===== src/rtl/sram_ctrl_pkg.sv =====
// sram_pkg: shared widths, mask encoding, pipeline entry types and FSM
// state encoding for the ZBT SRAM controller.
package sram_pkg;
    localparam int ADDR_W_DEF = 18;
    localparam int DATA_W_DEF = 32;
    localparam int MASK_W     = DATA_W_DEF / 8;

    // An all-zero byte mask on the request port means "read"
    localparam logic [MASK_W-1:0] SRAM_MASK_READ = '0;

    // Address-phase entry (stage A): everything the chip needs on its address pins
    typedef struct packed {
        logic                  valid;
        logic                  is_write;
        logic [MASK_W-1:0]     mask;
        logic [ADDR_W_DEF-1:0] addr;
        logic [DATA_W_DEF-1:0] data;
    } pipe_entry_t;

    // Data-phase entry carried through D1/D2; the address is consumed in stage A
    typedef struct packed {
        logic                  valid;
        logic                  is_write;
        logic [DATA_W_DEF-1:0] data;
    } data_entry_t;

    typedef enum logic {
        ST_INIT = 1'b0,
        ST_RUN  = 1'b1
    } sram_state_e;
endpackage


===== src/rtl/sram_ctrl_if.sv =====
// sram_ctrl_if: arbiter request port plus external ZBT chip pins.
// slave = controller side, master = arbiter/chip side.
interface sram_ctrl_if #(
    parameter int ADDR_W = sram_pkg::ADDR_W_DEF,
    parameter int DATA_W = sram_pkg::DATA_W_DEF
);
    localparam int MASK_W = DATA_W / 8;

    logic              sram_addr_valid;
    logic              sram_ready;
    logic [ADDR_W-1:0] sram_addr;
    logic [DATA_W-1:0] sram_data_in;
    logic [MASK_W-1:0] sram_write_mask;
    logic [DATA_W-1:0] sram_data_out;
    logic              sram_data_out_valid;

    logic              ext_ce_n;
    logic              ext_we_n;
    logic [MASK_W-1:0] ext_bw_n;
    logic [ADDR_W-1:0] ext_addr;
    logic [DATA_W-1:0] ext_dq_o;
    logic              ext_dq_oe;
    logic [DATA_W-1:0] ext_dq_i;

    modport slave (
        input  sram_addr_valid, sram_addr, sram_data_in, sram_write_mask, ext_dq_i,
        output sram_ready, sram_data_out, sram_data_out_valid,
        output ext_ce_n, ext_we_n, ext_bw_n, ext_addr, ext_dq_o, ext_dq_oe
    );

    modport master (
        output sram_addr_valid, sram_addr, sram_data_in, sram_write_mask, ext_dq_i,
        input  sram_ready, sram_data_out, sram_data_out_valid,
        input  ext_ce_n, ext_we_n, ext_bw_n, ext_addr, ext_dq_o, ext_dq_oe
    );
endinterface


===== src/rtl/sram_ctrl_pipe.sv =====
// sram_ctrl_pipe: fixed-depth shift register of pipeline entries with
// asynchronous clear, so a reset drops every operation in flight.
module sram_ctrl_pipe #(
    parameter type entry_t = logic,
    parameter int  STAGES  = 2
) (
    input  logic   clk,
    input  logic   rst_n,
    input  entry_t din,
    output entry_t dout
);
    entry_t stage_d [STAGES];
    entry_t stage_q [STAGES];

    // Each stage takes the contents of the one behind it
    always_comb begin
        stage_d[0] = din;
        for (int i = 1; i < STAGES; i++) stage_d[i] = stage_q[i-1];
    end

    // Shift every cycle; clear all entries (including valid bits) on reset
    always_ff @(posedge clk or negedge rst_n) begin
        if (!rst_n) begin
            for (int i = 0; i < STAGES; i++) stage_q[i] <= '0;
        end else begin
            stage_q <= stage_d;
        end
    end

    assign dout = stage_q[STAGES-1];
endmodule


===== src/rtl/sram_ctrl.sv =====
// sram_ctrl: request port to pipelined ZBT SRAM. Stage A drives the address
// phase, D1/D2 delay the op to the chip's data phase, stage R returns reads.
// Read latency is fixed at 4 cycles; reads and writes mix with no bubbles.
// The pipeline entries use the package widths, so ADDR_W/DATA_W overrides
// must be matched by the package defaults.
module sram_ctrl
    import sram_pkg::*;
#(
    parameter int INIT_CYCLES = 16,
    parameter int ADDR_W      = ADDR_W_DEF,
    parameter int DATA_W      = DATA_W_DEF
) (
    input  logic       sram_clock,
    input  logic       reset,
    sram_ctrl_if.slave bus
);
    localparam int CNT_W = $clog2(INIT_CYCLES + 2);

    sram_state_e      state_q;
    logic [CNT_W-1:0] cnt_q;
    logic             ready_q;

    // Post-reset init countdown; ready rises on the INIT_CYCLES-th edge and stays
    always_ff @(posedge sram_clock or negedge reset) begin
        if (!reset) begin
            state_q <= ST_INIT;
            cnt_q   <= CNT_W'(INIT_CYCLES);
            ready_q <= 1'b0;
        end else begin
            case (state_q)
                ST_INIT: begin
                    if (cnt_q <= CNT_W'(1)) begin
                        state_q <= ST_RUN;
                        cnt_q   <= '0;
                        ready_q <= 1'b1;
                    end else begin
                        cnt_q <= cnt_q - CNT_W'(1);
                    end
                end
                default: ready_q <= 1'b1;
            endcase
        end
    end

    assign bus.sram_ready = ready_q;

    // ---------------- Stage A: address phase ----------------
    pipe_entry_t a_d, a_q;

    // Capture the accepted request; no accept means a bubble (all-zero entry)
    always_comb begin
        a_d = '0;
        if (bus.sram_addr_valid && ready_q) begin
            a_d.valid    = 1'b1;
            a_d.is_write = (bus.sram_write_mask != SRAM_MASK_READ);
            a_d.mask     = bus.sram_write_mask;
            a_d.addr     = bus.sram_addr;
            a_d.data     = bus.sram_data_in;
        end
    end

    // Address-phase register
    always_ff @(posedge sram_clock or negedge reset) begin
        if (!reset) a_q <= '0;
        else        a_q <= a_d;
    end

    // A zeroed entry yields exactly the idle pin values
    assign bus.ext_ce_n = ~a_q.valid;
    assign bus.ext_we_n = ~(a_q.valid & a_q.is_write);
    assign bus.ext_bw_n = ~a_q.mask;
    assign bus.ext_addr = ADDR_W'(a_q.addr);

    // ---------------- D1 -> D2: data-phase delay ----------------
    data_entry_t a_data, d2;
    assign a_data = '{valid: a_q.valid, is_write: a_q.is_write, data: a_q.data};

    sram_ctrl_pipe #(
        .entry_t (data_entry_t),
        .STAGES  (2)
    ) u_pipe (
        .clk   (sram_clock),
        .rst_n (reset),
        .din   (a_data),
        .dout  (d2)
    );

    // Write data only drives the pad during its own D2 cycle
    assign bus.ext_dq_oe = d2.valid & d2.is_write;
    assign bus.ext_dq_o  = (d2.valid && d2.is_write) ? d2.data : '0;

    // ---------------- Stage R: read return ----------------
    logic              rd_vld_d, rd_vld_q;
    logic [DATA_W-1:0] rd_data_d, rd_data_q;

    // Sample the chip at the end of a read's D2 cycle; hold data otherwise
    always_comb begin
        rd_vld_d  = d2.valid & ~d2.is_write;
        rd_data_d = rd_vld_d ? bus.ext_dq_i : rd_data_q;
    end

    // Response register
    always_ff @(posedge sram_clock or negedge reset) begin
        if (!reset) begin
            rd_vld_q  <= 1'b0;
            rd_data_q <= '0;
        end else begin
            rd_vld_q  <= rd_vld_d;
            rd_data_q <= rd_data_d;
        end
    end

    assign bus.sram_data_out_valid = rd_vld_q;
    assign bus.sram_data_out       = rd_data_q;
endmodule


===== src/flat_wrapper.sv =====
// flat-port wrapper written by rule: the top's interface ports become plain ports
module sram_ctrl_flat import sram_pkg::*;
#(
    parameter int INIT_CYCLES = 16,
    parameter int ADDR_W      = ADDR_W_DEF,
    parameter int DATA_W      = DATA_W_DEF
)
  (sram_clock, reset, bus_sram_addr_valid, bus_sram_addr, bus_sram_data_in, bus_sram_write_mask, bus_ext_dq_i, bus_sram_ready, bus_sram_data_out, bus_sram_data_out_valid, bus_ext_ce_n, bus_ext_we_n, bus_ext_bw_n, bus_ext_addr, bus_ext_dq_o, bus_ext_dq_oe);
  sram_ctrl_if #(.ADDR_W(ADDR_W), .DATA_W(DATA_W)) bus_i ();
  input  logic sram_clock;
  input  logic reset;
  input wire logic [$bits(bus_i.sram_addr_valid)-1:0] bus_sram_addr_valid;
  input wire logic [$bits(bus_i.sram_addr)-1:0] bus_sram_addr;
  input wire logic [$bits(bus_i.sram_data_in)-1:0] bus_sram_data_in;
  input wire logic [$bits(bus_i.sram_write_mask)-1:0] bus_sram_write_mask;
  input wire logic [$bits(bus_i.ext_dq_i)-1:0] bus_ext_dq_i;
  output wire logic [$bits(bus_i.sram_ready)-1:0] bus_sram_ready;
  output wire logic [$bits(bus_i.sram_data_out)-1:0] bus_sram_data_out;
  output wire logic [$bits(bus_i.sram_data_out_valid)-1:0] bus_sram_data_out_valid;
  output wire logic [$bits(bus_i.ext_ce_n)-1:0] bus_ext_ce_n;
  output wire logic [$bits(bus_i.ext_we_n)-1:0] bus_ext_we_n;
  output wire logic [$bits(bus_i.ext_bw_n)-1:0] bus_ext_bw_n;
  output wire logic [$bits(bus_i.ext_addr)-1:0] bus_ext_addr;
  output wire logic [$bits(bus_i.ext_dq_o)-1:0] bus_ext_dq_o;
  output wire logic [$bits(bus_i.ext_dq_oe)-1:0] bus_ext_dq_oe;
  assign bus_i.sram_addr_valid = bus_sram_addr_valid;
  assign bus_i.sram_addr = bus_sram_addr;
  assign bus_i.sram_data_in = bus_sram_data_in;
  assign bus_i.sram_write_mask = bus_sram_write_mask;
  assign bus_i.ext_dq_i = bus_ext_dq_i;
  assign bus_sram_ready = bus_i.sram_ready;
  assign bus_sram_data_out = bus_i.sram_data_out;
  assign bus_sram_data_out_valid = bus_i.sram_data_out_valid;
  assign bus_ext_ce_n = bus_i.ext_ce_n;
  assign bus_ext_we_n = bus_i.ext_we_n;
  assign bus_ext_bw_n = bus_i.ext_bw_n;
  assign bus_ext_addr = bus_i.ext_addr;
  assign bus_ext_dq_o = bus_i.ext_dq_o;
  assign bus_ext_dq_oe = bus_i.ext_dq_oe;
  sram_ctrl #(.INIT_CYCLES(INIT_CYCLES), .ADDR_W(ADDR_W), .DATA_W(DATA_W)) u_core (.sram_clock(sram_clock), .reset(reset), .bus(bus_i));
endmodule

===== config.mk =====
export PLATFORM = sky130hd
export DESIGN_NAME = sram_ctrl_flat
export DESIGN_NICKNAME = d
export VERILOG_FILES = /design/src/rtl/sram_ctrl_pkg.sv /design/src/rtl/sram_ctrl_if.sv /design/src/rtl/sram_ctrl_pipe.sv /design/src/rtl/sram_ctrl.sv /design/src/flat_wrapper.sv
export SDC_FILE = /design/constraint.sdc
export NUM_CORES = 1
export LEC_CHECK = 0
export CAP_MARGIN = 20
export CORE_MARGIN = 3
export CORE_UTILIZATION = 49
export CTS_CLUSTER_DIAMETER = 100
export DETAILED_ROUTE_END_ITERATION = 12
export PLACE_DENSITY = 0.84
export SLEW_MARGIN = 20
export SYNTH_ARGS = -nofsm -noshare
export SYNTH_HDL_FRONTEND = slang
export SYNTH_HIERARCHICAL = 1
export SYNTH_SLANG_ARGS = --single-unit

===== constraint.sdc =====
create_clock -name sram_clock -period 3.8 [get_ports sram_clock]
set_clock_uncertainty 0.2 [all_clocks]
set_input_delay 0.38 -clock sram_clock [delete_from_list [all_inputs] [get_ports sram_clock]]
set_output_delay 0.38 -clock sram_clock [all_outputs]
set_load 0.005 [all_outputs]

==> results.sh, run 1 <==
export IMPL_grt_pass1_vias=3548
export IMPL_min_delay_start="u_core/u_pipe/stage_d[20]"
export IMPL_setup_worst_path_start_class="flip-flop"
export IMPL_slew_viol_final=0
export IMPL_rsz0062_at_grt="no"
export IMPL_cts_resized=0
export IMPL_design_die_area_mm2=0.0128
export IMPL_grt_pass1_wl_um=18500
export IMPL_synth_fp_nets=445
export IMPL_clock_sinks=164
export IMPL_die_h_um=113
export IMPL_powerDensity_mw_per_mm2=515
export IMPL_r2r_end="u_core/bus.sram_data_out[4]"
export IMPL_maxCapViolations=0
export IMPL_synth_avg_cell_area_um2=15.8
export IMPL_drc=0
export IMPL_core_mm2=0.0110
export IMPL_clk_latency_ns=0.41
export IMPL_required_ns=3.22
export IMPL_clockRootBuffer="clkbuf_16"
export IMPL_period_share_pct=71.7
export IMPL_seq_area_mm2=0.00411
export IMPL_postLayoutCoreUtil_pct=72.9
export IMPL_ys_seq_area_share_pct=73.3
export IMPL_wire_per_inst_um=17.2
export IMPL_ff2ff_setup_slack_ns=1.45
export IMPL_layout_drive_gt1_share_pct=14.8
export IMPL_endpoint_kind="output pin"
export IMPL_drtIter0Drc=164
export IMPL_period_minus_slack_ns=2.73
export IMPL_r2r_start="u_core/u_pipe/dout[32]"
export IMPL_leakage_nw=3.88
export IMPL_reg2reg_depth=3
export IMPL_routed_wirelength_um=11600
export IMPL_dp_hpwl_um=7910
export IMPL_cp_max_fo=34
export IMPL_gr_total_overflow=0
export IMPL_grt_max_degree=102
export IMPL_nets=610
export IMPL_vias=3263
export IMPL_place_congestion=0.788
export IMPL_num_rows=38
export IMPL_clock_fmax_ghz=0.367
export IMPL_tritoncts="yes"
export IMPL_hold_path_class="flip-flop to flip-flop"
export IMPL_syn_to_final_growth_pct=42.8
export IMPL_syn_inst=354
export IMPL_cts_buffer_depth=2
export IMPL_yosysWarnings=6
export IMPL_antenna_found_initial=0
export IMPL_status="finished clean"
export IMPL_final_antenna_net_count=0
export IMPL_multi_input_area_mm2=0.00120
export IMPL_netlist_area_mm2=0.00560
export IMPL_hold_depth=0
export IMPL_ios=180
export IMPL_setup_viol=0
export IMPL_max_slew_margin_pct=41.5
export IMPL_antenna_cells=0
export IMPL_synth_seq_cells=164
export IMPL_worst_pin_slew_ns=0.878
export IMPL_viasPerCell=4.86
export IMPL_fill_cells=703
export IMPL_fp_dieW_um=113
export IMPL_holdPathEnd="u_core/u_pipe/dout[20]"
export IMPL_cts_setup_buffers=0
export IMPL_ir_worst_vdd_uv=472
export IMPL_htreeDepth=4
export IMPL_initial_utilization_pct=51.0
export IMPL_dr_pass1_iters=4
export IMPL_finalSetupTns_ns=0
export IMPL_cts_buffers=17
export IMPL_finalHoldViolCount=0
export IMPL_path_clk_slew_ns=0.06
export IMPL_path_class="flip-flop to output pin"
export IMPL_worstPathArrival_ns=2.15
export IMPL_grt_use_total_pct=19.2
export IMPL_portBuffers=179
export IMPL_hold_slack_ns=0.143
export IMPL_synth_cell_type_count=27
==> worst max-delay path, stage by stage (launching register included) <==
cell	delay [ns]
dfrtp_1	0.90
and3_2	0.32
clkdlybuf4s50_1	0.50
==> area by class of cell <==
cell class,count,area share [%]
Sequential cell,164,51.3
Clock inverter,10,1.81
Clock buffer,22,6.05
Inverter,8,0.375
Tap cell,140,2.19
Timing Repair Buffer,186,23.3
Multi-Input combinational cell,142,15.0
==> layer usage <==
metal,GRT usage (%),wire (µm),vias to the layer above
met5,0,0,-
met4,5.85,121,0
met3,9.20,1140,13
met2,31.3,5700,139
met1,22.6,4600,1605
li1,-,-,1506
==> cell usage after synthesis (all sizes together) <==
master / instances / share of area [%]
nand2: 4 / 0.27
nor3b: 1 / 0.13
buf: 22 / 3.7
and3: 86 / 9.7
clkbuf: 18 / 1.2
o21ai: 1 / 0.089
inv: 8 / 0.54
mux2: 33 / 8.6
dfrtp: 163 / 73
mux2i: 1 / 0.18
o41a: 1 / 0.20
ha: 2 / 0.45
xnor2: 1 / 0.16
o31ai: 1 / 0.13
nor2: 1 / 0.067
a211oi: 1 / 0.13
nor4: 2 / 0.22
o41ai: 1 / 0.29
nor2b: 2 / 0.22
or2: 1 / 0.11
o21ba: 1 / 0.18
and2: 2 / 0.22
dfstp: 1 / 0.47
==> sequential cells by signal (all words and copies together), names as in the netlist <==
signal and count:
u_core/bus.sram_data_out 32, u_core/u_pipe/stage_d 34, u_core/a_data 34, u_core/u_pipe/dout 34, u_core/bus.ext_addr 18, u_core/bus.sram_data_out_valid 1
u_core/bus.sram_ready 1, u_core/state_q 1, u_core/cnt_q 5, u_core/a_q 4
==> cells in the final DEF, fill, tap and decap left out <==
master / Yosys / final
o21ba_2: 1 / 1
clkdlybuf4s50_1: 0 / 178
or2_2: 1 / 1
dfrtp_1: 163 / 163
o41ai_2: 1 / 1
mux2i_1: 1 / 1
and2_1: 2 / 2
dfstp_2: 1 / 1
clkinvlp_4: 0 / 1
dlygate4sd3_1: 0 / 1
mux2_4: 29 / 29
clkbuf_1: 18 / 1
mux2_2: 4 / 4
nor2_1: 1 / 1
inv_8: 0 / 1
ha_1: 2 / 2
nor2b_4: 0 / 1
a211oi_1: 1 / 1
buf_12: 3 / 1
clkinv_4: 0 / 2
xnor2_1: 1 / 1
clkinv_2: 0 / 2
inv_1: 8 / 8
buf_4: 18 / 5
nand2_1: 4 / 4
and3_2: 3 / 3
buf_6: 1 / 1
clkbuf_16: 0 / 17
and3_1: 83 / 83
inv_6: 0 / 1
bufinv_16: 0 / 3
nor4_1: 2 / 2
o41a_1: 1 / 1
o21ai_0: 1 / 1
clkbuf_8: 0 / 4
o31ai_1: 1 / 1
nor2b_1: 2 / 1
nor3b_1: 1 / 1
==> stage by stage <==
stage	total power, mW	instance area (µm²)	setup WS, ns	cells
finish	4.12	8000	1.07	672
global route	4.29	8000	0.886	672
CTS	4.17	8000	1.00	672
detailed placement	2.39	7360	1.42	639
global placement	2.37	7360	1.47	639
floorplan	2.09	5600	2.20	354
==> logic make-up after synthesis <==
| logic type | synth area share [%] |
|---|---|
| muxes | 8.75 |
| AOI/OAI and AO/OA | 1.03 |
| and+or+nand+nor | 10.9 |
| xor gates and xnor gates | 0.156 |
| buffers and inverters | 5.43 |
| adders and majority gates | 0.447 |
| DFF | 73.3 |
==> report_power, final <==
group / total [mW] / switching [mW] / internal [mW]
Clock: 1.77 / 0.657 / 1.11
Combinational: 0.434 / 0.134 / 0.300
Sequential: 1.92 / 0.0564 / 1.87
==> worst max path at each step <==
stage | slack, ns | endpoint | start
2_1_floorplan | 2.20 | u_core/cnt_q[4] | u_core/cnt_q[0]
3_3_place_gp | 1.47 | bus_ext_dq_o[1] | u_core/u_pipe/dout[32]
3_5_place_dp | 1.42 | u_core/bus.sram_data_out[10] | u_core/u_pipe/dout[32]
4_1_cts | 1.00 | bus_ext_dq_o[31] | u_core/u_pipe/dout[32]
5_1_grt | 0.89 | bus_ext_dq_o[31] | u_core/u_pipe/dout[32]
6_report | 1.07 | bus_ext_dq_o[0] | u_core/u_pipe/dout[32]
==> what timing repair did <==
action,in CTS,in global routing
hold buffers,1,0
hold endpoints to repair,99,0
setup endpoints to repair,0,0
(Power assumes the default switching activity.)
==> inputs of run 2 (changes only) <==
--- a/config.mk
+++ b/config.mk
@@ -7,10 +7,10 @@
 export LEC_CHECK = 0
 export CAP_MARGIN = 20
 export CORE_MARGIN = 3
-export CORE_UTILIZATION = 49
+export CORE_UTILIZATION = 41
 export CTS_CLUSTER_DIAMETER = 100
 export DETAILED_ROUTE_END_ITERATION = 12
-export PLACE_DENSITY = 0.84
+export PLACE_DENSITY = 0.75
 export SLEW_MARGIN = 20
 export SYNTH_ARGS = -nofsm -noshare
 export SYNTH_HDL_FRONTEND = slang
==> constraint.sdc (replaced) <==
create_clock -name sram_clock -period 2.48 [get_ports sram_clock]
set_clock_uncertainty 0.2 [all_clocks]
set_input_delay 0.248 -clock sram_clock [delete_from_list [all_inputs] [get_ports sram_clock]]
set_output_delay 0.248 -clock sram_clock [all_outputs]
set_load 0.005 [all_outputs]
==> run 2 against run 1 <==
Critical path type unchanged. Sequential cell count did not move. Routed wire length fell by 0.51%. First-iteration DRC count decreased by 15%. Clock-buffer cell count is 5 lower. Largest cell class unchanged. Clock power up 61%. Sequential power grew 53%.
==> results.sh, run 2 (same netlist as run 1, synthesis figures left out) <==
export IMPL_status="finished clean"
export IMPL_holdPathEnd="u_core/u_pipe/dout[7]"
export IMPL_rsz0062_at_grt="no"
export IMPL_vias=3276
export IMPL_nets=615
export IMPL_reg2reg_depth=4
export IMPL_min_delay_start="u_core/u_pipe/stage_d[7]"
export IMPL_layout_drive_gt1_share_pct=15.7
export IMPL_wire_per_inst_um=16.2
export IMPL_setup_worst_path_start_class="flip-flop"
export IMPL_syn_to_final_growth_pct=45.1
export IMPL_cts_buffers=17
export IMPL_hold_path_class="flip-flop to flip-flop"
export IMPL_fill_cells=1020
export IMPL_worst_pin_slew_ns=0.517
export IMPL_routed_wirelength_um=11500
export IMPL_finalSetupTns_ns=0
export IMPL_placed_area_mm2=0.00747
export IMPL_htreeDepth=4
export IMPL_dpl_cell_count=680
export IMPL_initial_utilization_pct=42.1
export IMPL_viasPerCell=4.60
export IMPL_drtIter0Drc=139
export IMPL_gr_total_overflow=0
export IMPL_place_congestion=0.705
export IMPL_ios=180
export IMPL_tritoncts="yes"
export IMPL_cts_buffer_depth=2
export IMPL_path_class="flip-flop to output pin"
export IMPL_grt_use_total_pct=15.6
export IMPL_dr_pass1_iters=4
export IMPL_setup_slack_ns=0.172
export IMPL_antenna_found_initial=0
export IMPL_postLayoutCoreUtil_pct=61.2
export IMPL_layout_common_cells="clkdlybuf4s50_1, dfrtp_1, and3_1"
export IMPL_path_clk_slew_ns=0.06
export IMPL_multi_input_area_mm2=0.00120
export IMPL_maxCapViolations=0
export IMPL_critPathSlowestCell="clkdlybuf4s50_1"
export IMPL_ir_worst_vdd_uv=445
export IMPL_design_die_area_mm2=0.0151
export IMPL_hold_slack_ns=0.144
export IMPL_worstPathArrival_ns=1.86
export IMPL_fp_dieW_um=123
export IMPL_r2r_start="u_core/u_pipe/dout[33]"
export IMPL_powerDensity_mw_per_mm2=795
export IMPL_clockRootBuffer="clkbuf_16"
export IMPL_setup_viol=0
export IMPL_grt_pass1_vias=3471
export IMPL_endpoint_kind="output pin"
export IMPL_grt_max_degree=59
export IMPL_period_minus_slack_ns=2.31
export IMPL_num_rows=42
export IMPL_final_antenna_net_count=0
export IMPL_dpl_worst_slack_ns=0.534
export IMPL_drc=0
export IMPL_required_ns=2.03
export IMPL_dp_hpwl_um=8090
export IMPL_finalHoldViolCount=0
export IMPL_r2r_end="u_core/bus.sram_data_out[0]"
export IMPL_period_share_pct=93.1
export IMPL_seq_area_mm2=0.00411
export IMPL_clk_latency_ns=0.42
export IMPL_cp_max_fo=29
export IMPL_ff2ff_setup_slack_ns=0.53
export IMPL_fin_cells=712
export IMPL_max_slew_margin_pct=65.5
export IMPL_slowest_delay_ns=0.53
export IMPL_path_cells="buf_4 -> and3_1 -> clkdlybuf4s50_1"
export IMPL_layout_commonest_cell="clkdlybuf4s50_1"
export IMPL_fin_area_mm2=0.00813
export IMPL_hold_depth=0
export IMPL_die_h_um=123
export IMPL_antenna_cells=0
export IMPL_core_mm2=0.0133
export IMPL_clock_fmax_ghz=0.433
export IMPL_portBuffers=179
export IMPL_total_power_mw=6.47
export IMPL_slew_viol_final=0
export IMPL_grt_pass1_wl_um=17800
export IMPL_clock_sinks=164
export IMPL_leakage_nw=3.92
==> run 2: changes by cell type in the layout (fill, tap and decap cells not counted), moves of 2 or more <==
cell	delta
buf_4	+3
clkbuf_8	-4
clkinv_4	+2
buf_12	+2
bufinv_16	+2
==> run 2: layout make-up <==
| cell class | count | share of cell area (%) |
|---|---|---|
| sequential | 164 | 50.5 |
| timing repair buffer | 191 | 23.6 |
| multi-input combinational | 142 | 14.8 |
| clock buffer | 17 | 5.23 |
| clock inverter | 14 | 2.79 |
| tap | 176 | 2.71 |
| inverter | 8 | 0.369 |
==> run 2: how the worst max path moves through the flow <==
stage | start | endpoint | slack [ns] | cells after the start
after floorplan | u_core/cnt_q[0] | u_core/cnt_q[4] | 0.88 | 5
after global placement | u_core/u_pipe/dout[33] | u_core/bus.sram_data_out[31] | 0.62 | 4
after detailed placement | u_core/u_pipe/dout[33] | u_core/bus.sram_data_out[0] | 0.53 | 4
after CTS | u_core/u_pipe/dout[33] | bus_ext_dq_o[17] | 0.14 | 3
after global routing | u_core/u_pipe/dout[33] | bus_ext_dq_o[23] | 0.08 | 3
final | u_core/u_pipe/dout[33] | bus_ext_dq_o[17] | 0.17 | 3
==> run 2: worst max-delay path: cells and delay by family, from the launching register on <==
kind | cells | cell delay [ns]
and+or+nand+nor | 1 | 0.20
buffers and inverters | 2 | 0.82
DFF | 1 | 0.40
==> run 2: timing repair <==
action,in CTS,in global routing
hold endpoints to repair,55,0
hold buffers,1,0
gates resized for setup,0,0
setup buffers,0,0
==> run 2: layer usage <==
layer | global-route usage (%) | vias up | routed length (µm)
met5 | 0 | - | 0
met4 | 6.51 | 0 | 161
met3 | 7.55 | 14 | 1430
met2 | 25.0 | 146 | 5450
met1 | 18.1 | 1606 | 4460
li1 | - | 1510 | -
==> run 2: power by group <==
| group | internal, mW | total [mW] | switching [mW] |
|---|---|---|---|
| sequential | 2.86 | 2.93 | 0.0752 |
| clock | 1.80 | 2.85 | 1.05 |
| combinational | 0.468 | 0.687 | 0.219 |
| total | 5.13 | 6.47 | 1.34 |
==> inputs of run 3 (changes only) <==
--- a/config.mk
+++ b/config.mk
@@ -11,6 +11,7 @@
 export CTS_CLUSTER_DIAMETER = 100
 export DETAILED_ROUTE_END_ITERATION = 12
 export PLACE_DENSITY = 0.75
+export SETUP_SLACK_MARGIN = 0.2
 export SLEW_MARGIN = 20
 export SYNTH_ARGS = -nofsm -noshare
 export SYNTH_HDL_FRONTEND = slang
==> run 3 against run 2 <==
Sequential cell count unchanged. Sequential share of layout area decreased by 0.070 points. Die area unchanged. Combinational power about the same. Clock power about the same. Largest cell class unchanged.
==> results.sh, run 3 (same netlist as run 1, synthesis figures left out) <==
export IMPL_ios=180
export IMPL_wl_met1_um=4450
export IMPL_syn_to_final_growth_pct=45.4
export IMPL_tritoncts="yes"
export IMPL_critPathSlowestCell="clkdlybuf4s50_1"
export IMPL_period_share_pct=87.2
export IMPL_layout_common_cells="clkdlybuf4s50_1, dfrtp_1, and3_1"
export IMPL_routed_wirelength_um=11500
export IMPL_path_class="flip-flop to output pin"
export IMPL_rsz0062_at_grt="no"
export IMPL_die_h_um=123
export IMPL_vias=3288
export IMPL_path_clk_slew_ns=0.06
export IMPL_nets=615
export IMPL_num_rows=42
export IMPL_max_slew_margin_pct=65.5
export IMPL_place_congestion=0.705
export IMPL_grt_use_total_pct=15.6
export IMPL_dr_pass1_iters=4
export IMPL_switching_power_mw=1.34
export IMPL_endpoint_kind="output pin"
export IMPL_wl_met3_um=1430
export IMPL_initial_utilization_pct=42.1
export IMPL_postLayoutCoreUtil_pct=61.3
export IMPL_setup_viol=0
export IMPL_p_seq_share_pct=45.4
export IMPL_htreeDepth=4
export IMPL_wire_per_inst_um=16.2
export IMPL_finalHoldViolCount=0
export IMPL_setup_worst_path_start_class="flip-flop"
export IMPL_hold_path_class="flip-flop to flip-flop"
export IMPL_total_power_mw=6.47
export IMPL_powerDensity_mw_per_mm2=795
export IMPL_slew_viol_final=0
export IMPL_dr_max_layer_used="met4"
export IMPL_cp_max_fo=29
export IMPL_clock_fmax_ghz=0.462
export IMPL_slowest_delay_ns=0.53
export IMPL_design_die_area_mm2=0.0151
export IMPL_path_cells="buf_12 -> and3_1 -> clkdlybuf4s50_1"
export IMPL_cts_buffer_depth=2
export IMPL_final_antenna_net_count=0
export IMPL_antenna_cells=0
export IMPL_portBuffers=179
export IMPL_drtIter0Drc=139
export IMPL_worstPathArrival_ns=1.72
export IMPL_drc=0
export IMPL_layout_commonest_cell="clkdlybuf4s50_1"
export IMPL_viasPerCell=4.62
export IMPL_clockRootBuffer="clkbuf_16"
export IMPL_finalSetupTns_ns=0
export IMPL_fp_dieW_um=123
export IMPL_status="finished clean"
export IMPL_cts_buffers=17
export IMPL_grt_max_degree=59
export IMPL_cellInternalPower_mw=5.13
export IMPL_required_ns=2.03
export IMPL_swShare_pct=20.8
export IMPL_layout_drive_gt1_share_pct=15.9
export IMPL_clkPwrFrac_pct=44.0
export IMPL_clk_latency_ns=0.42
export IMPL_core_mm2=0.0133
export IMPL_period_minus_slack_ns=2.16
export IMPL_dp_hpwl_um=8090
export IMPL_grt_pass1_vias=3471
export IMPL_wl_met2_um=5420
export IMPL_antenna_found_initial=0
export IMPL_grt_pass1_wl_um=17800
export IMPL_gr_total_overflow=0
export IMPL_combPwrFrac_pct=10.7
export IMPL_clock_sinks=164
export IMPL_maxCapViolations=0
export IMPL_ir_worst_vdd_uv=445
export IMPL_worst_pin_slew_ns=0.518
export IMPL_leakage_nw=3.92
==> run 3: cell counts in the layout (fill, tap and decap cells not counted) <==
Identical to the previous run, type by type.
==> run 3: critical path, delay by kind of cell (launching register included) <==
kind,cells,cell delay (ns)
buf+inv,2,0.70
simple gates,1,0.17
flops,1,0.42
==> run 3: what timing repair did <==
item / 4_1_cts / 5_1_grt
hold buffers: 1 / 0
hold endpoints to repair: 55 / 0
endpoints found under the setup margin: 27 / 27
gates cloned: 0 / 0
gates resized for setup: 1 / 3
setup buffers: 0 / 0
==> run 3: worst paths after layout <==
path                                           from                           end  slack (ns)  cells past startpoint
min reg2reg                u_core/u_pipe/stage_d[7]         u_core/u_pipe/dout[7]        0.14                      0
max                          u_core/u_pipe/dout[33]              bus_ext_dq_o[17]        0.32                      3
min in group asynchronous                     reset  u_core/bus.sram_data_out[10]        0.17                      2
max reg2reg                         u_core/cnt_q[0]               u_core/cnt_q[4]        0.62                      5
min                        u_core/u_pipe/stage_d[7]         u_core/u_pipe/dout[7]        0.14                      0
max in group asynchronous                     reset  u_core/bus.sram_data_out[28]        1.19                      3
==> run 3: area by class of cell <==
class / count / area (µm²)
clock inverters: 14 / 226
multi-input cells: 142 / 1200
inverters: 8 / 30.0
clock buffers: 17 / 425
fillers: 1018 / 5150
flip-flops and latches: 164 / 4110
well taps: 176 / 220
repair buffers: 191 / 1940
==> run 3: metrics by stage <==
stage / instance area [µm²] / setup WS (ns) / instances / hold WS (ns)
final: 8150 / 0.316 / 712 / 0.144
after global routing: 8150 / 0.240 / 712 / 0.150
after CTS: 8140 / 0.202 / 712 / 0.143
after detailed placement: 7470 / 0.534 / 680 / 0.0414
after global placement: 7470 / 0.618 / 680 / 0.0376
after floorplan: 5600 / 0.883 / 354 / -0.248
==> run 3: power by group through the flow <==
| stage | logic, mW | clock network (mW) | registers (mW) |
|---|---|---|---|
| after floorplan | 0.236 | 0 | 2.97 |
| after global placement | 0.680 | 0 | 2.98 |
| after detailed placement | 0.693 | 0 | 2.98 |
| after CTS | 0.701 | 2.92 | 2.94 |
| after global routing | 0.745 | 3.03 | 2.95 |
| final | 0.690 | 2.85 | 2.94 |
==> run 3: per-layer routing <==
| metal | track usage, % | vias to the layer above |
|---|---|---|
| met2 | 25.0 | 148 |
| met1 | 18.1 | 1613 |
| li1 | - | 1511 |
| met5 | 0 | - |
| met4 | 6.51 | 0 |
| met3 | 7.55 | 16 |
